**config.mk**
```make
export PLATFORM = sky130hd
export DESIGN_NAME = axi_rd_arbiter
export DESIGN_NICKNAME = d
export VERILOG_FILES = /design/src/rtl/axi_rd_arbiter_pkg.sv /design/src/rtl/axi_rd_arbiter_rr_pick.sv /design/src/rtl/axi_rd_arbiter.sv
export SDC_FILE = /design/constraint.sdc
export NUM_CORES = 1
export LEC_CHECK = 0
export ABC_AREA = 0
export BUFFER_PORTS_ARGS = -buffer_cell sky130_fd_sc_hd__buf_2
export CAP_MARGIN = 20
export CORE_ASPECT_RATIO = 1.5
export CORE_MARGIN = 4
export CORE_UTILIZATION = 49
export CTS_CLUSTER_SIZE = 25
export DETAILED_ROUTE_END_ITERATION = 10
export GPL_ROUTABILITY_DRIVEN = 0
export HOLD_SLACK_MARGIN = 0.15
export PLACE_DENSITY_LB_ADDON = 0.08
export SLEW_MARGIN = 20
export SYNTH_ARGS = -nofsm -noshare
export SYNTH_HDL_FRONTEND = slang
export SYNTH_SLANG_ARGS = --single-unit
```
**constraint.sdc**
```tcl
create_clock -name clk -period 6.6 [get_ports clk]
set_input_delay 1.32 -clock clk [delete_from_list [all_inputs] [get_ports clk]]
set_output_delay 1.32 -clock clk [all_outputs]
set_load 0.01 [all_outputs]
```
**src/rtl/axi_rd_arbiter_pkg.sv**
```systemverilog
// Shared AXI read-arbiter definitions: AXI constants, master states, clog2.
package axi_rd_arbiter_pkg;

    localparam logic [1:0] BURST_INCR  = 2'b01;
    localparam logic [1:0] RESP_OKAY   = 2'b00;
    localparam logic [1:0] RESP_SLVERR = 2'b10;

    typedef enum logic [1:0] {
        ST_IDLE = 2'd0,
        ST_AR   = 2'd1,
        ST_WAIT = 2'd2
    } mst_state_e;

    function automatic int clog2(input int v);
        int r;
        r = 0;
        while ((1 << r) < v) r++;
        return r;
    endfunction

endpackage

```
**src/rtl/axi_rd_arbiter_rr_pick.sv**
```systemverilog
// Round-robin picker: first set request at or after ptr (wrapping), one-hot out.
// Purely combinational so the write-channel arbiter can reuse it.
module axi_rd_arbiter_rr_pick #(
    parameter int N  = 3,
    parameter int PW = 2
) (
    input  logic [N-1:0]  req,
    input  logic [PW-1:0] ptr,
    output logic [N-1:0]  grant,
    output logic          valid
);

    int idx;

    // scan N positions starting at ptr, keep the first hit
    always_comb begin
        grant = '0;
        valid = 1'b0;
        idx   = 0;
        for (int k = 0; k < N; k++) begin
            idx = (int'(ptr) + k) % N;
            if (!valid && req[idx]) begin
                grant[idx] = 1'b1;
                valid      = 1'b1;
            end
        end
    end

endmodule

```
**src/rtl/axi_rd_arbiter.sv**
```systemverilog
// Round-robin AXI read arbiter: N burst masters onto one AR/R pair, ARID = master index.
module axi_rd_arbiter
    import axi_rd_arbiter_pkg::*;
#(
    parameter int N_MST   = 3,
    parameter int MAX_LEN = 16
) (
    input  logic               clk,
    input  logic               resetn,
    input  logic [N_MST-1:0]   m_arvalid,
    input  logic [N_MST*32-1:0] m_araddr,
    input  logic [N_MST*8-1:0] m_arlen,
    input  logic [N_MST*3-1:0] m_arsize,
    output logic [N_MST-1:0]   m_arready,
    output logic [31:0]        m_rdata,
    output logic [N_MST-1:0]   m_rvalid,
    output logic [N_MST-1:0]   m_rlast,
    input  logic [N_MST-1:0]   m_rready,
    output logic [3:0]         arid,
    output logic [31:0]        araddr,
    output logic [7:0]         arlen,
    output logic [2:0]         arsize,
    output logic [1:0]         arburst,
    output logic               arlock,
    output logic [3:0]         arcache,
    output logic [2:0]         arprot,
    output logic               arvalid,
    input  logic               arready,
    input  logic [3:0]         rid,
    input  logic [31:0]        rdata,
    input  logic [1:0]         rresp,
    input  logic               rlast,
    input  logic               rvalid,
    output logic               rready,
    output logic               err_proto
);

    localparam int PTR_W = (N_MST > 1) ? clog2(N_MST) : 1;
    localparam int CNT_W = clog2(MAX_LEN) + 1;

    mst_state_e         state    [N_MST];
    mst_state_e         state_nx [N_MST];
    logic [CNT_W-1:0]   cnt      [N_MST];
    logic [7:0]         mst_len  [N_MST];
    logic [PTR_W-1:0]   rr_ptr;

    logic               ar_vld;
    logic [3:0]         ar_id;
    logic [31:0]        ar_addr;
    logic [7:0]         ar_len;
    logic [2:0]         ar_size;

    logic [N_MST-1:0]   elig, grant, hit_vec, beat_acc;
    logic               gvalid, take, ar_hs, hit, hit_rready, err_nx;
    logic [PTR_W-1:0]   gidx;
    logic [31:0]        sel_addr;
    logic [7:0]         sel_len;
    logic [2:0]         sel_size;

    // rresp is deliberately dropped; error responses are the masters' concern
    logic unused_rresp;
    assign unused_rresp = ^rresp;

    // a master may only compete when idle, so it has one burst in flight at most
    always_comb begin
        for (int i = 0; i < N_MST; i++)
            elig[i] = m_arvalid[i] && (state[i] == ST_IDLE);
    end

    axi_rd_arbiter_rr_pick #(.N(N_MST), .PW(PTR_W)) u_pick (
        .req   (elig),
        .ptr   (rr_ptr),
        .grant (grant),
        .valid (gvalid)
    );

    // stage accepts a new request when empty or handing off this cycle
    assign ar_hs = ar_vld && arready;
    assign take  = gvalid && (!ar_vld || arready);

    // one-hot grant to index plus payload mux
    always_comb begin
        gidx     = '0;
        sel_addr = '0;
        sel_len  = '0;
        sel_size = '0;
        for (int i = 0; i < N_MST; i++) begin
            if (grant[i]) begin
                gidx     = PTR_W'(i);
                sel_addr = m_araddr[i*32 +: 32];
                sel_len  = m_arlen[i*8 +: 8];
                sel_size = m_arsize[i*3 +: 3];
            end
        end
    end

    assign m_arready = (take && resetn) ? grant : '0;

    // AR stage register and round-robin pointer
    always_ff @(posedge clk) begin
        if (!resetn) begin
            ar_vld  <= 1'b0;
            ar_id   <= '0;
            ar_addr <= '0;
            ar_len  <= '0;
            ar_size <= '0;
            rr_ptr  <= '0;
        end else if (take) begin
            ar_vld  <= 1'b1;
            ar_id   <= 4'(gidx);
            ar_addr <= sel_addr;
            ar_len  <= sel_len;
            ar_size <= sel_size;
            rr_ptr  <= (int'(gidx) == N_MST - 1) ? '0 : gidx + 1'b1;
        end else if (ar_hs) begin
            ar_vld  <= 1'b0;
        end
    end

    assign arvalid = ar_vld;
    assign arid    = ar_id;
    assign araddr  = ar_addr;
    assign arlen   = ar_len;
    assign arsize  = ar_size;
    assign arburst = BURST_INCR;
    assign arlock  = 1'b0;
    assign arcache = 4'd0;
    assign arprot  = 3'd0;

    // route R by RID; beats for no waiting master are drained
    always_comb begin
        hit        = 1'b0;
        hit_rready = 1'b1;
        hit_vec    = '0;
        for (int i = 0; i < N_MST; i++) begin
            if (rid == 4'(i) && state[i] == ST_WAIT) begin
                hit_vec[i] = 1'b1;
                hit        = 1'b1;
                hit_rready = m_rready[i];
            end
        end
        rready   = hit ? hit_rready : 1'b1;
        beat_acc = (rvalid && rready) ? hit_vec : '0;
        m_rvalid = (rvalid && resetn) ? hit_vec : '0;
        m_rlast  = (rlast && rvalid && resetn) ? hit_vec : '0;
    end

    assign m_rdata = rdata;

    // per-master next state
    always_comb begin
        for (int i = 0; i < N_MST; i++) begin
            state_nx[i] = state[i];
            case (state[i])
                ST_IDLE: if (take && grant[i]) state_nx[i] = ST_AR;
                ST_AR:   if (ar_hs && ar_id == 4'(i)) state_nx[i] = ST_WAIT;
                ST_WAIT: if (beat_acc[i] && rlast) state_nx[i] = ST_IDLE;
                default: state_nx[i] = ST_IDLE;
            endcase
        end
    end

    // protocol check: stray beat, early rlast, or beat past len without rlast
    always_comb begin
        err_nx = rvalid && !hit;
        for (int i = 0; i < N_MST; i++) begin
            if (beat_acc[i]) begin
                if (rlast && 8'(cnt[i]) != mst_len[i]) err_nx = 1'b1;
                if (!rlast && 8'(cnt[i]) >= mst_len[i]) err_nx = 1'b1;
            end
        end
    end

    // state, beat counters, latched len, sticky error
    always_ff @(posedge clk) begin
        if (!resetn) begin
            for (int i = 0; i < N_MST; i++) begin
                state[i]   <= ST_IDLE;
                cnt[i]     <= '0;
                mst_len[i] <= '0;
            end
            err_proto <= 1'b0;
        end else begin
            for (int i = 0; i < N_MST; i++) begin
                state[i] <= state_nx[i];
                if (take && grant[i]) mst_len[i] <= sel_len;
                if (ar_hs && ar_id == 4'(i)) cnt[i] <= '0;
                else if (beat_acc[i] && cnt[i] != '1) cnt[i] <= cnt[i] + 1'b1;
            end
            if (err_nx) err_proto <= 1'b1;
        end
    end

endmodule

```
Word level (Yosys, flattened, before mapping)
Memories as Yosys holds them, arrays and structs flattened. Index checks and enable logic that the tools add are counted.

$add $sub $neg: 6. Div/mod/pow operators: 3. Order comparisons: 9. Equality and inequality tests: 17. Mux-type cells: 113. Bitwise gates (word level): 14. Reductions and logical operators: 49.

Operators by type and width (count): $ge A32 B1 Y1 const B (3); $lt A32 B4 Y1 const B (3); $mux W32 (3); $mux W1 (65); $mod A32 B3 Y32 const B (2); $mux W8 (6); $logic_and A1 B1 Y1 (37); $mod A3 B3 Y32 const B (1); $mux W3 (10); $mux W5 (6); $mux W2 (14); $ge A5 B8 Y1 (3); $ne A5 B8 Y1 (3); $pmux W2 S3 (3); $add A5 B1 Y5 const B (3); $ne A5 B5 Y1 const B (3); $or A1 B1 Y1 (12); $eq A2 B2 Y1 const B (5); $eq A2 B1 Y1 const B (4); $logic_not A4 Y1 (2); $bmux W1 S2 (3); $demux W1 S2 (3); $logic_not A2 Y1 (3); $or A3 B3 Y3 (2); other kinds (8) (12).

Bits in registers: 49. RAM bits: 45. Bits of input ports: 178. Output and inout bits: 101. Logic and storage cells: 221. Memories: 3.

Memories: mst_len (words 3, width 8, read ports 3, clocked after memory_dff 0, wr ports 3, RTL line axi_rd_arbiter.sv:44) `logic [7:0] mst_len [N_MST];`; cnt (words 3, width 5, read ports 3, clocked after memory_dff 0, wr ports 3, RTL line axi_rd_arbiter.sv:43) `logic [CNT_W-1:0] cnt [N_MST];`; state (words 3, width 2, read ports 3, clocked after memory_dff 0, wr ports 3, RTL line axi_rd_arbiter.sv:41) `mst_state_e state [N_MST];`.

Longest topological paths before layout
An unclocked memory read counts as a cell.

Word-level depth: 19. Mapped depth: 12. Gate-level depth less buffers: 8.

Hierarchy
A second synthesis with hierarchy kept.

Cell total of the unflattened synthesis: 643. Area, all modules: 5464.0 um2.

By module, submodules not included: axi_rd_arbiter (instances 1, cells an instance 602, area each 5156.2 um2, seq. area each 2252.2 um2); axi_rd_arbiter_rr_pick (instances 1, cells an instance 41, area each 307.8 um2, seq. area each 0.0 um2).

Worst setup path before layout
Ideal clock, no wire load.

Path kind: input port to output port. Start point: input m_arvalid[2]. End point: output m_arready[2]. Data arrival time: 3.173 ns. Data required time: 5.280 ns. Slack: 2.107 ns. Stages: 8. Buffers on the path: 2. Cell sequence: or3b_4 > and3_4 > a221o_1 > buf_6 > nor2_1 > buf_2 > nand2_1 > nor2_1.

Longest elaborated chain between the ends: 14. Elaborated cells on any way between the ends: 25. Those cells by class: mux: 16; bitwise: 2; reduce/logical: 7.

RTL lines: start: declaration (RTL line axi_rd_arbiter.sv:10) `input logic [N_MST-1:0] m_arvalid,`; $logic_and A1 B1 Y1 (*) (RTL line axi_rd_arbiter.sv:67) `elig[i] = m_arvalid[i] && (state[i] == ST_IDLE);`; $bmux W1 S2 (RTL line axi_rd_arbiter_rr_pick.sv:22) `if (!valid && req[idx]) begin`; $mux W1 (not written as such) (2 in series) (RTL line axi_rd_arbiter_rr_pick.sv:22); $mux W1 (RTL line axi_rd_arbiter_rr_pick.sv:22); $logic_not A1 Y1 (RTL line axi_rd_arbiter_rr_pick.sv:22); $logic_and A1 B1 Y1 (RTL line axi_rd_arbiter_rr_pick.sv:22); $mux W1 (RTL line axi_rd_arbiter_rr_pick.sv:22); $logic_not A1 Y1 (RTL line axi_rd_arbiter_rr_pick.sv:22); $logic_and A1 B1 Y1 (RTL line axi_rd_arbiter_rr_pick.sv:22); $mux W1 (RTL line axi_rd_arbiter_rr_pick.sv:22); $logic_and A1 B1 Y1 (RTL line axi_rd_arbiter.sv:79) `assign take = gvalid && (!ar_vld || arready);`; $logic_and A1 B1 Y1 (RTL line axi_rd_arbiter.sv:97) `assign m_arready = (take && resetn) ? grant : '0;`; $mux W3 (*) (RTL line axi_rd_arbiter.sv:97); end: declaration (RTL line axi_rd_arbiter.sv:14) `output logic [N_MST-1:0] m_arready,`.

Every way passes the cells marked *; elsewhere a longest branch is shown, timed or not. The select of a mux whose other input is x is not followed.

Worst setup path after layout
Ends and elaborated chain as after synthesis.

==> results.json <==
{
  "status": "finished clean",
  "slew_violations": 0,
  "synth_top_cell_area_share_pct": 20.5,
  "antenna_found_initial": 0,
  "worst_slack_ns": 1.45,
  "hold_buffers": 0,
  "fin_nets": 1005,
  "sw_frac_of_total_pct": 46.8,
  "synth.distinct_cells": 65,
  "pwr-share-clk_pct": 16.3,
  "overflow": 0,
  "worst_ep_required_time_ns": 5.28,
  "top_layer": "met4",
  "cts_root_buffer": "clkbuf_16",
  "layout_common_cells": "buf_2 (201), nand3_1 (87), a21oi_1 (62)",
  "synth_edf_count": 39,
  "endpoint_kind": "output port",
  "grt_pass1_vias": 5717,
  "pre_cts_ws_ns": 1.47,
  "tightest_slew_ns": 1.02,
  "min_period_over_period_pct": 78.0,
  "cts_buffers": 9,
  "port_buffers": 200,
  "tritoncts": "built",
  "synth.ff_latch_count": 93,
  "place_hpwl_mm": 13.2,
  "clock-skew-final_ns": 0.00952,
  "p_per_area_nw_per_um2": 458,
  "wire_per_inst_um": 18.7,
  "yosysWarningCount": 0,
  "via_count": 5709,
  "irDropWorstVdd_mv": 0.258,
  "clk_pin_slew_worst_paths_ns": 0.07,
  "antenna_cells": 0,
  "clkSinkCount": 93,
  "multi_input_area_sq_um": 2870,
  "seqCellArea_sq_um": 2250,
  "timing.fmax_ghz": 0.194,
  "ff2ff_setup_slack_ns": 2.63,
  "holdWs_ns": 0.499,
  "met2_length_mm": 9.26,
  "fp.dieH_um": 140,
  "netlist_area_sq_um": 5710,
  "critPathArrivalTime_ns": 3.83,
  "dr.first_iter.drc_count": 430,
  "setup_viol": 0,
  "yosys_most_used_dff": "dfxtp_1",
  "critPathMaxFanout": 22,
  "async_reset_ff_share_pct": 0,
  "drt-met1-wl_mm": 6.48,
  "syn_inst": 666,
  "final_core_util_pct": 59.0,
  "hold_path.class": "reg -> reg",
  "syn-mean-instance-area_sq_um": 8.57,
  "fp.dieW_um": 96.1,
  "grtUsageTotal_pct": 26.3,
  "rsz0062_at_grt": "false",
  "sequentialPowerShare_pct": 29.6,
  "grt_pass1_wl_mm": 27.8,
  "met3WireLength_mm": 1.50,
  "synthTopCellsByArea": "edfxtp_1 (21%), dfxtp_1 (19%), nand3_1 (7.6%)",
  "nFillCells": 1082,
  "p_comb_share_pct": 54.1,
  "clk_path_buf_depth": 2,
  "ys_seq_area_share_pct": 39.5,
  "worstSetupPathType": "in -> out",
  "core_area_sq_um": 11500,
  "min_period_ns": 5.15,
  "postCtsSetupBuffers": 0,
  "start_util_pct": 49.7,
  "final_antenna_net_count": 0,
  "leakagePower_nw": 2.89,
  "drive_above_1_share_pct": 29.7,
  "viasPerCell": 5.97,
  "yosys.area.top_type": "edfxtp_1",
  "max-slew-margin-rel_pct": 31.7,
  "worstSkewPairLatency_ns": 0.35,
  "fin_tns_setup_ns": 0,
  "drc": 0,
  "drt_wl_total_mm": 17.9,
  "p_switching_mw": 1.45,
  "io_pins": 279,
  "maxCapViolCount": 0,
  "ctsResizeCount": 0,
  "internal_power_mw": 1.65,
  "rows": 48,
  "area_growth_pct": 18.6,
  "final_common_cell": "buf_2",
  "start_kind": "input port",
  "firstDrtPassIters": 5,
  "finalHoldViolCount": 0,
  "dieArea_sq_um": 13500,
  "grt_max_degree": 56,
  "htree_levels": 3
}
## state kept, by name, indices dropped and copies added (netlist names)
name	flops
cnt	15
rr_ptr	1
arvalid	1
arlen	8
err_proto	1
arid	2
mst_len	24
state	6
araddr	32
arsize	3
## kinds of logic after synthesis
| group | synth area share, % |
|---|---|
| XOR/XNOR | 0.921 |
| buffers and inverters | 11.4 |
| AO/OA/AOI/OAI | 22.9 |
| flip-flops | 39.5 |
| adder cells (fa/ha/maj) | 5.48 |
| AND/OR/NAND/NOR | 19.8 |
| other | 0.132 |
## cells in the mapped netlist, types with 12 or more instances
| master | instances |
|---|---|
| nand3_1 | 87 |
| a21oi_1 | 63 |
| dfxtp_1 | 54 |
| buf_4 | 46 |
| nor2_1 | 43 |
| o21ai_0 | 42 |
| edfxtp_1 | 39 |
| clkbuf_1 | 38 |
| a31oi_1 | 35 |
| inv_1 | 26 |
| ha_1 | 25 |
| nand2_1 | 17 |
| nor3_1 | 15 |
| a211oi_1 | 12 |
## stage by stage
step	instances	cell area, sq um	power (mW)
floorplan	676	5740	2.12
global placement	940	6470	2.53
detailed placement	940	6470	2.59
CTS	956	6760	3.09
global route	957	6770	3.32
finish	957	6770	3.10
## worst max-delay path: stages
cell     delay [ns]
buf_2          0.09
or3b_4         0.42
and3_4         0.21
a221o_1        0.54
nor2_4         0.52
nand2_1        0.38
nor2_1         0.18
buf_2          0.15
## area by class of cell
| cell class | instances | share of cell area, % |
|---|---|---|
| multi-input cells | 462 | 42.4 |
| inverters | 27 | 1.50 |
| well taps | 150 | 2.77 |
| repair buffers | 209 | 15.8 |
| flip-flops and latches | 93 | 33.3 |
| clock buffers | 9 | 3.33 |
| clock inverters | 7 | 0.924 |
## power by group through the flow
stage	clock, mW	sequential (mW)	combinational [mW]
final	0.504	0.919	1.68
after global routing	0.533	0.938	1.85
after global placement	0	0.922	1.61
after floorplan	0	0.950	1.17
after CTS	0.511	0.917	1.67
after detailed placement	0	0.926	1.66
## layer usage
layer	global-route usage, %	vias up
li1	-	2699
met4	13.6	0
met3	6.29	52
met1	28.7	2663
met5	0	-
met2	45.9	295
## worst paths after layout
kind | startpoint | cells after the start | end
worst min-delay path | rr_ptr[0] | 2 | rr_ptr[0]
worst min register to register | rr_ptr[0] | 2 | rr_ptr[0]
worst max-delay path | m_arvalid[2] | 8 | m_arready[2]
worst max register to register | arid[0] | 8 | mst_len[0][19]
No activity file was read; power rests on OpenSTA's default activity.
